File: src/rtl/huff_count_ctrl_pkg.sv
// Shared types and constants for the Huffman symbol-count job sequencer.
package huff_count_ctrl_pkg;
  localparam int DEPTH_DEF   = 256;
  localparam int AW_DEF      = 8;
  localparam int TIMEOUT_DEF = 8;

  localparam logic [3:0] SYM_TERM      = 4'hF;
  localparam logic [3:0] SYM_DIGIT_MAX = 4'h9;

  typedef enum logic [2:0] {
    IDLE, LOAD, CLEAR, ARM, BURST, WAIT_FIN, HANDOFF
  } state_e;

  function automatic logic is_digit(input logic [3:0] s);
    return s <= SYM_DIGIT_MAX;
  endfunction
endpackage

File: src/rtl/huff_count_ctrl_sym_buf.sv
// DEPTH x 4 simple dual-port job buffer; the read port is registered (1-cycle latency).
module huff_sym_buf #(
  parameter int DEPTH = 256,
  parameter int AW    = 8
) (
  input  logic          clk_i,
  input  logic          we_i,
  input  logic [AW-1:0] waddr_i,
  input  logic [3:0]    wdata_i,
  input  logic [AW-1:0] raddr_i,
  output logic [3:0]    rdata_o
);
  logic [3:0] mem [DEPTH];

  always_ff @(posedge clk_i) begin
    if (we_i) mem[waddr_i] <= wdata_i;
    rdata_o <= mem[raddr_i];
  end
endmodule

File: src/rtl/huff_count_ctrl.sv
// Job sequencer for the symbol-frequency counter: buffer, clear/arm, gap-free burst, handoff.
// Optional WAIT_FIN watchdog enabled by defining HUFF_CTRL_TIMEOUT_EN.
module huff_count_ctrl
  import huff_count_ctrl_pkg::*;
#(
  parameter int DEPTH   = DEPTH_DEF,
  parameter int AW      = AW_DEF
`ifdef HUFF_CTRL_TIMEOUT_EN
  ,
  parameter int TIMEOUT = TIMEOUT_DEF
`endif
) (
  input  logic        Clk_in,
  input  logic        nRst,
  input  logic        Job_start,
  input  logic        Sym_valid,
  input  logic [3:0]  Sym_data,
  output logic        Sym_ready,
  output logic        Cnt_nrst,
  output logic        Cnt_start,
  output logic [3:0]  Cnt_data,
  input  logic        Cnt_fin,
  output logic        Tree_req,
  input  logic        Tree_ack,
  output logic [AW:0] Sym_count,
  output logic        Busy,
  output logic        Done,
  output logic        Err
);
  localparam logic [AW:0] CNT_LAST = (AW+1)'(DEPTH - 1);
  localparam logic [AW:0] CNT_FULL = (AW+1)'(DEPTH);

  state_e        state_q, state_d;
  logic [AW-1:0] wp_q, wp_d;
  logic [AW:0]   cnt_q, cnt_d;
  logic [AW:0]   rp_q, rp_d;
  logic          err_q, err_d;
  logic          done_q, done_d;
  logic          we;
  logic [AW-1:0] raddr;
  logic [3:0]    rdata;
  logic          wd_expire;

`ifdef HUFF_CTRL_TIMEOUT_EN
  localparam int            WDW     = $clog2(TIMEOUT + 1);
  localparam logic [WDW-1:0] WD_LAST = WDW'(TIMEOUT - 1);
  logic [WDW-1:0] wd_q, wd_d;

  // Counts WAIT_FIN cycles; parked at zero everywhere else.
  always_comb wd_d = (state_q == WAIT_FIN) ? wd_q + 1'b1 : '0;

  always_ff @(posedge Clk_in or negedge nRst) begin
    if (!nRst) wd_q <= '0;
    else       wd_q <= wd_d;
  end

  assign wd_expire = (wd_q == WD_LAST);
`else
  assign wd_expire = 1'b0;
`endif

  always_comb begin
    state_d = state_q;
    wp_d    = wp_q;
    cnt_d   = cnt_q;
    rp_d    = rp_q;
    err_d   = err_q;
    done_d  = 1'b0;
    we      = 1'b0;
    case (state_q)
      IDLE: if (Job_start) begin
        state_d = LOAD;
        wp_d    = '0;
        cnt_d   = '0;
        err_d   = 1'b0;
      end
      LOAD: if (Sym_valid) begin
        if (is_digit(Sym_data)) begin
          we    = 1'b1;
          wp_d  = wp_q + 1'b1;
          cnt_d = cnt_q + 1'b1;
          if (cnt_q == CNT_LAST) state_d = CLEAR;
        end else begin
          state_d = CLEAR;
        end
      end
      CLEAR: state_d = ARM;
      ARM: begin
        state_d = BURST;
        rp_d    = '0;
      end
      BURST: begin
        rp_d = rp_q + 1'b1;
        // A full job has no terminator slot; the counter reports fin instead.
        if (cnt_q == CNT_FULL && rp_q == CNT_LAST) state_d = WAIT_FIN;
        else if (rp_q == cnt_q)                    state_d = HANDOFF;
      end
      WAIT_FIN: begin
        if (Cnt_fin) state_d = HANDOFF;
        else if (wd_expire) begin
          state_d = IDLE;
          err_d   = 1'b1;
        end
      end
      HANDOFF: if (Tree_ack) begin
        done_d  = 1'b1;
        state_d = IDLE;
      end
      default: state_d = IDLE;
    endcase
  end

  always_ff @(posedge Clk_in or negedge nRst) begin
    if (!nRst) begin
      state_q <= IDLE;
      wp_q    <= '0;
      cnt_q   <= '0;
      rp_q    <= '0;
      err_q   <= 1'b0;
      done_q  <= 1'b0;
    end else begin
      state_q <= state_d;
      wp_q    <= wp_d;
      cnt_q   <= cnt_d;
      rp_q    <= rp_d;
      err_q   <= err_d;
      done_q  <= done_d;
    end
  end

  // Prefetch: address 0 during ARM, then always one ahead of the burst index.
  assign raddr = (state_q == ARM) ? '0 : rp_q[AW-1:0] + 1'b1;

  huff_sym_buf #(.DEPTH(DEPTH), .AW(AW)) u_buf (
    .clk_i   (Clk_in),
    .we_i    (we),
    .waddr_i (wp_q),
    .wdata_i (Sym_data),
    .raddr_i (raddr),
    .rdata_o (rdata)
  );

  assign Sym_ready = (state_q == LOAD);
  assign Cnt_nrst  = (state_q != CLEAR);
  assign Cnt_start = (state_q == ARM);
  assign Cnt_data  = (state_q == BURST && rp_q < cnt_q) ? rdata : SYM_TERM;
  assign Tree_req  = (state_q == HANDOFF);
  assign Sym_count = cnt_q;
  assign Busy      = (state_q != IDLE);
  assign Done      = done_q;
  assign Err       = err_q;
endmodule

File: config.mk
export PLATFORM = sky130hd
export DESIGN_NAME = huff_count_ctrl
export DESIGN_NICKNAME = d
export VERILOG_FILES = /design/src/rtl/huff_count_ctrl_pkg.sv /design/src/rtl/huff_count_ctrl_sym_buf.sv /design/src/rtl/huff_count_ctrl.sv
export SDC_FILE = /design/constraint.sdc
export NUM_CORES = 1
export LEC_CHECK = 0
export BUFFER_PORTS_ARGS = -buffer_cell sky130_fd_sc_hd__buf_4
export CORE_AREA = 4 4 360 362
export CTS_BUF_LIST = sky130_fd_sc_hd__clkbuf_4
export CTS_CLUSTER_SIZE = 14
export DETAILED_ROUTE_END_ITERATION = 6
export DIE_AREA = 0 0 364 366
export PLACE_DENSITY = 0.53
export SYNTH_ARGS = -nofsm -noshare
export SYNTH_HDL_FRONTEND = slang
export SYNTH_HIERARCHICAL = 1
export SYNTH_SLANG_ARGS = --single-unit
File: constraint.sdc
create_clock -name Clk_in -period 5.6 [get_ports Clk_in]
set_input_delay 0.56 -clock Clk_in [delete_from_list [all_inputs] [get_ports Clk_in]]
set_output_delay 0.56 -clock Clk_in [all_outputs]
set_load 0.1 [all_outputs]
---- After elaboration in Yosys (flattened, before gate mapping) ----
Memory sizes are Yosys's and may differ from the RTL's. A register that Yosys moved wholly into a read port is not among the register bits.
Index checks and enable logic that the tools add are counted.
Widths: inputs -> output; s select.
word-level totals
  bits in registers ....................... 30
  memory bits (writable) .................. 1024
  input port bits ......................... 10
  output and inout bits ................... 20
  logic and storage cells ................. 65
  memories kept ........................... 1
memory list
  memory     words  bits a word  rd ports  clocked after Yosys merged registers in  write ports  line                           text
  u_buf.mem  256    4            1         1                                        1            huff_count_ctrl_sym_buf.sv:13  logic [3:0] mem [DEPTH];
operators by class
  add/subtract/negate cells ............... 4
  $lt $le $gt $ge ......................... 2
  eq/ne operators ......................... 18
  multiplexer cells ....................... 27
  reduce and logical (&&, ||, !) cells .... 8
operators with widths
  operator             number
  $pmux 9 s2           2
  $mux 8               4
  $mux 9               3
  $mux 3               8
  $pmux 3 s7           1
  $add 9x1->9 const B  2
  $eq 9x8->1 const B   2
  $add 8x1->8 const B  2
  $pmux 8 s2           1
  $eq 3x3->1 const B   3
  $eq 9x9->1           1
  $eq 9x9->1 const B   1
  $lt 9x9->1           1
  $mux 1               7
  $eq 3x2->1 const B   2
  $ne 2x2->1 const B   3
  $ne 3x2->1 const B   2
  $reduce_and 6->1     1
  $le 4x4->1 const B   1
  $mux 4               1
  $ne 2x1->1 const B   2
  $reduce_and 4->1     1
  $reduce_bool 2->1    2
  $eq 3x1->1 const B   1
  4 further kinds      5

---- Depth between registers and ports, before layout ----
  depth in word-level cells ............... 6
  gate-level depth with buffers ........... 15
  mapped depth without buffers ............ 11

---- By module ----
Netlist, hierarchy kept.
modules (own cells, without submodules)
  module           times used  cells each  area each (um^2)  sequential area each (um^2)
  huff_sym_buf     1           2051        40675.3           30829.6
  huff_count_ctrl  1           228         2005.7            750.7

---- Worst setup path after synthesis ----
No wires, ideal clock.
  path type ............................... register to register
  start point ............................. reg state_q[0]
  end point ............................... reg u_buf.rdata_o[2] (read register of u_buf.mem)
  library setup time ...................... 0.130 ns
  data arrival time ....................... 3.082 ns
  data required time ...................... 5.470 ns
  slack ................................... 2.388 ns
  cell stages (with the launch flop) ...... 15
  path buffers ............................ 7
  clock period less this slack ............ 3.212 ns
  cell sequence ........................... dfrtp_1 -> buf_2 -> and3b_1 -> buf_2 -> nor2_1 -> buf_6 -> buf_6 -> buf_6 -> buf_4 -> buf_4 -> mux4_2 -> a22oi_1 -> nand3_1 -> nand4_1 -> o211ai_1
on the way
  word-level cells in the longest chain between the ends .. 2
ends and longest elaborated chain
  element                 line                           text
  from (decl)             huff_count_ctrl.sv:33          state_e state_q, state_d;
  from (signal assigned)  huff_count_ctrl.sv:122         state_q <= state_d;
  $eq 3x2->1              -
  net Cnt_start           huff_count_ctrl.sv:20          output logic Cnt_start,
  $mux 8                  huff_count_ctrl.sv:132         assign raddr = (state_q == ARM) ? '0 : rp_q[AW-1:0] + 1'b1;
  net raddr[0]            huff_count_ctrl.sv:40          logic [AW-1:0] raddr;
  to (decl)               huff_count_ctrl_sym_buf.sv:11  output logic [3:0] rdata_o
The timed path passes the listed nets, and every way through them passes these cells.
A chain may end at the register's enable or synchronous reset.

---- Worst setup path after layout ----
  start point ............................. reg state_q[2]
  end point ............................... reg u_buf.rdata_o[0] (read register of u_buf.mem)
on the way
  word-level cells in the longest chain between the ends .. 2
ends and longest elaborated chain
  element       line
  $eq 3x2->1    huff_count_ctrl.sv:132
  $mux 8        huff_count_ctrl.sv:132
  net raddr[1]  huff_count_ctrl.sv:40
The timed path passes the listed nets, and every way through them passes these cells.

==> flow_metrics.py <==
metrics = {
    "run_status": {
        "status": "finished, final reports clean",
    },
    "drt": {
        "drc": 0,
        "routed_via_density": 5.22,
        "drt-initial-drc-count": 2146,
        "ant_nets": 0,
        "firstDrtPassIters": 5,
        "wl_um": 110000,
        "route.vias.total": 22900,
        "wl_per_cell_um": 25.2,
    },
    "global_route": {
        "grt.total_usage_pct": 16.6,
        "grt_antenna_before_repair": 1,
        "grt_max_degree": 216,
        "grt_pass1_wl_um": 164000,
        "grt_pass1_vias": 24700,
        "grt_overflow": 0,
    },
    "place": {
        "gp_congestion": 0.806,
        "port_buffers": 28,
        "place_hpwl_um": 67200,
        "placed_area_um2": 44800,
    },
    "clocking": {
        "numCtsBuffers": 289,
        "ctsHoldBuffers": 11,
        "clockRootBuffer": "clkbuf_4",
        "post_cts_buffers": 0,
        "clk_latency_ps": 1130,
        "cts.path.max_buffers": 4,
        "cts_resized": 0,
        "clock_sinks": 1058,
        "path_clk_slew_ps": 70,
        "cts_max_level": 5,
        "cts_tree": "built",
    },
    "critical_path": {
        "critical_path.startpoint_type": "flip-flop",
        "worstPathArrival_ps": 5350,
        "crit_family": "simple AND/OR/NAND/NOR gates",
        "cp_max_fo": 67,
        "cp.buffers_inverters": 1,
        "cp-end-kind": "flip-flop",
        "slowest_stage": "nor2b_4",
        "path_cells": "and3b_1, nor2b_4, buf_12, mux4_2, nor2b_1, a211oi_1, a2111oi_0, nor4_1, o211ai_1",
        "crit_required_ps": 6530,
        "cpPeakStageDelay_ps": 920,
        "path_class": "flip-flop to flip-flop",
    },
    "yosys": {
        "syn-num-nets": 2304,
        "synth-seq-cells": 1058,
        "synth-main-ff-cell": "edfxtp_1",
        "synth_area_leader_cell": "edfxtp_1",
        "synth_edf_count": 1024,
        "synth-warning-count": 6,
        "async_reset_ff_share_pct": 2.84,
        "synthDistinctLibCells": 62,
        "yosysTopAreaCellShare_pct": 72.0,
        "syn-cell-area_um2": 42700,
        "syn_area_per_cell_um2": 18.7,
        "synth_cells": 2279,
        "ys_top_cells_by_area": "edfxtp_1 72%, mux4_2 13%, nor2_1 2.5%, dfrtp_1 1.8%, mux2i_1 1.5%",
        "ys_seq_area_share_pct": 74.0,
    },
    "sta": {
        "tightest_slew_ps": 1220,
        "finalSetupViolCount": 0,
        "fin_crit_ps": 4420,
        "drv_slew": 0,
        "hold_violations": 0,
        "max_freq_mhz": 226,
        "fin_crit_sh_pct": 79.0,
        "tns_ps": 0,
        "skew_ps": 104,
        "rsz0062_at_grt": "no",
        "slew_headroom_pct": 18.8,
    },
    "layout": {
        "syn_to_final_growth_pct": 13.1,
        "fin_util_pct": 38.1,
        "finish.instance_area_um2": 48300,
        "drive_above_1_share_pct": 28.3,
        "mostFrequentLayoutCells": "1024 x edfxtp_1, 381 x clkbuf_4, 284 x nor2_1",
        "nets": 2550,
        "layout_commonest_cell": "edfxtp_1",
    },
    "min_path": {
        "worstHoldPathType": "primary input to flip-flop",
    },
    "floorplan": {
        "die_area_um2": 133000,
        "io_pins": 30,
        "die_x_um": 364,
        "die_h_um": 366,
        "rows": 131,
        "initial_utilization_pct": 33.7,
        "core_area_um2": 127000,
    },
    "flow_run": {
        "maxCapViolCount": 0,
    },
    "pwr": {
        "leakage_nw": 15.2,
        "finalPower_mw": 21.6,
        "power.density_nw_per_um2": 447,
        "ir_worst_vdd_v": 0.000344,
    },
}
logic make-up (layout without fill, tap and decap cells):
family	count (synthesis)	in the layout	share of synthesized area, %
xor gates and xnor gates	9	9	0.185
DFF	1058	1058	74.0
muxes	323	323	14.9
adders and majority gates	15	15	0.440
buffers and inverters	157	591	1.90
AOI/OAI and AO/OA	180	180	2.86
other	1	4	0.00879
and+or+nand+nor	536	536	5.68
tightest hold or removal path, stage by stage:
cell	delay [ps]
buf_4	110
nor3b_1	150
o21ai_0	120
o221ai_2	100
o21ai_0	100
path summary, 6_finish.rpt:
path | depth (start not counted) | startpoint | to | slack, ps
max | 9 | state_q[2] | u_buf/rdata_o[0] | 1180
min | 5 | Cnt_fin | state_q[1] | 150
max reg2reg | 9 | state_q[2] | u_buf/rdata_o[0] | 1180
min reg2reg | 2 | rp_q[8] | rp_q[8] | 530
max in group asynchronous | 4 | nRst | state_q[0] | 4860
min in group asynchronous | 4 | nRst | Sym_count[3] | 480
sequential cells by signal, indices dropped and copies added, names as in the netlist:
name           cells
u_buf/mem       1024
Done               1
rp_q               9
wp_q               8
state_q            3
u_buf/rdata_o      4
Sym_count          9
power breakdown:
part           total [mW]  internal [mW]  switching, mW
logic                6.34           2.86           3.48
clock network        6.40           3.35           3.06
registers            8.82           8.73         0.0961
per-layer routing:
layer,GRT usage (%),vias to the layer above,wire length (µm)
li1,-,9875,-
met1,21.1,12000,44900
met2,28.2,801,56700
met3,4.21,146,6650
met4,4.95,0,2030
met5,0,-,0
synth_stat cells (8+ instances only):
| master | instances |
|---|---|
| edfxtp_1 | 1024 |
| nor2_1 | 289 |
| mux4_2 | 250 |
| nand2_1 | 72 |
| clkbuf_1 | 69 |
| mux2i_1 | 65 |
| nand3_1 | 48 |
| o21ai_0 | 37 |
| a22oi_1 | 32 |
| dfrtp_1 | 30 |
| nor2b_1 | 30 |
| buf_2 | 26 |
| a21oi_1 | 25 |
| nand4_1 | 21 |
| buf_6 | 19 |
| inv_1 | 19 |
| nand2b_1 | 17 |
| o211ai_1 | 16 |
| ha_1 | 15 |
| buf_4 | 12 |
| o22ai_1 | 11 |
| buf_1 | 10 |
| a211oi_1 | 9 |
| or3_1 | 9 |
| a221oi_1 | 8 |
| a31oi_1 | 8 |
| and3_1 | 8 |
| nor3_1 | 8 |
| o221ai_1 | 8 |
area by class of cell:
type	instances	area, µm²
diodes	3	7.51
clock buffers	381	2860
clock inverters	98	497
fillers	11600	78400
inverters	21	78.8
multi-input cells	1064	10300
flip-flops and latches	1058	31600
well taps	1662	2080
repair buffers	91	836
per-stage QoR:
stage / setup slack [ps] / hold slack, ps / std cells
after floorplan: 2390 / 264 / 2279
after global placement: 1150 / 510 / 3885
after detailed placement: 1110 / 518 / 3885
after CTS: 1080 / 19.3 / 4375
after global routing: 990 / 156 / 4377
final: 1180 / 146 / 4378
No activity file was read; power rests on OpenSTA's default activity.
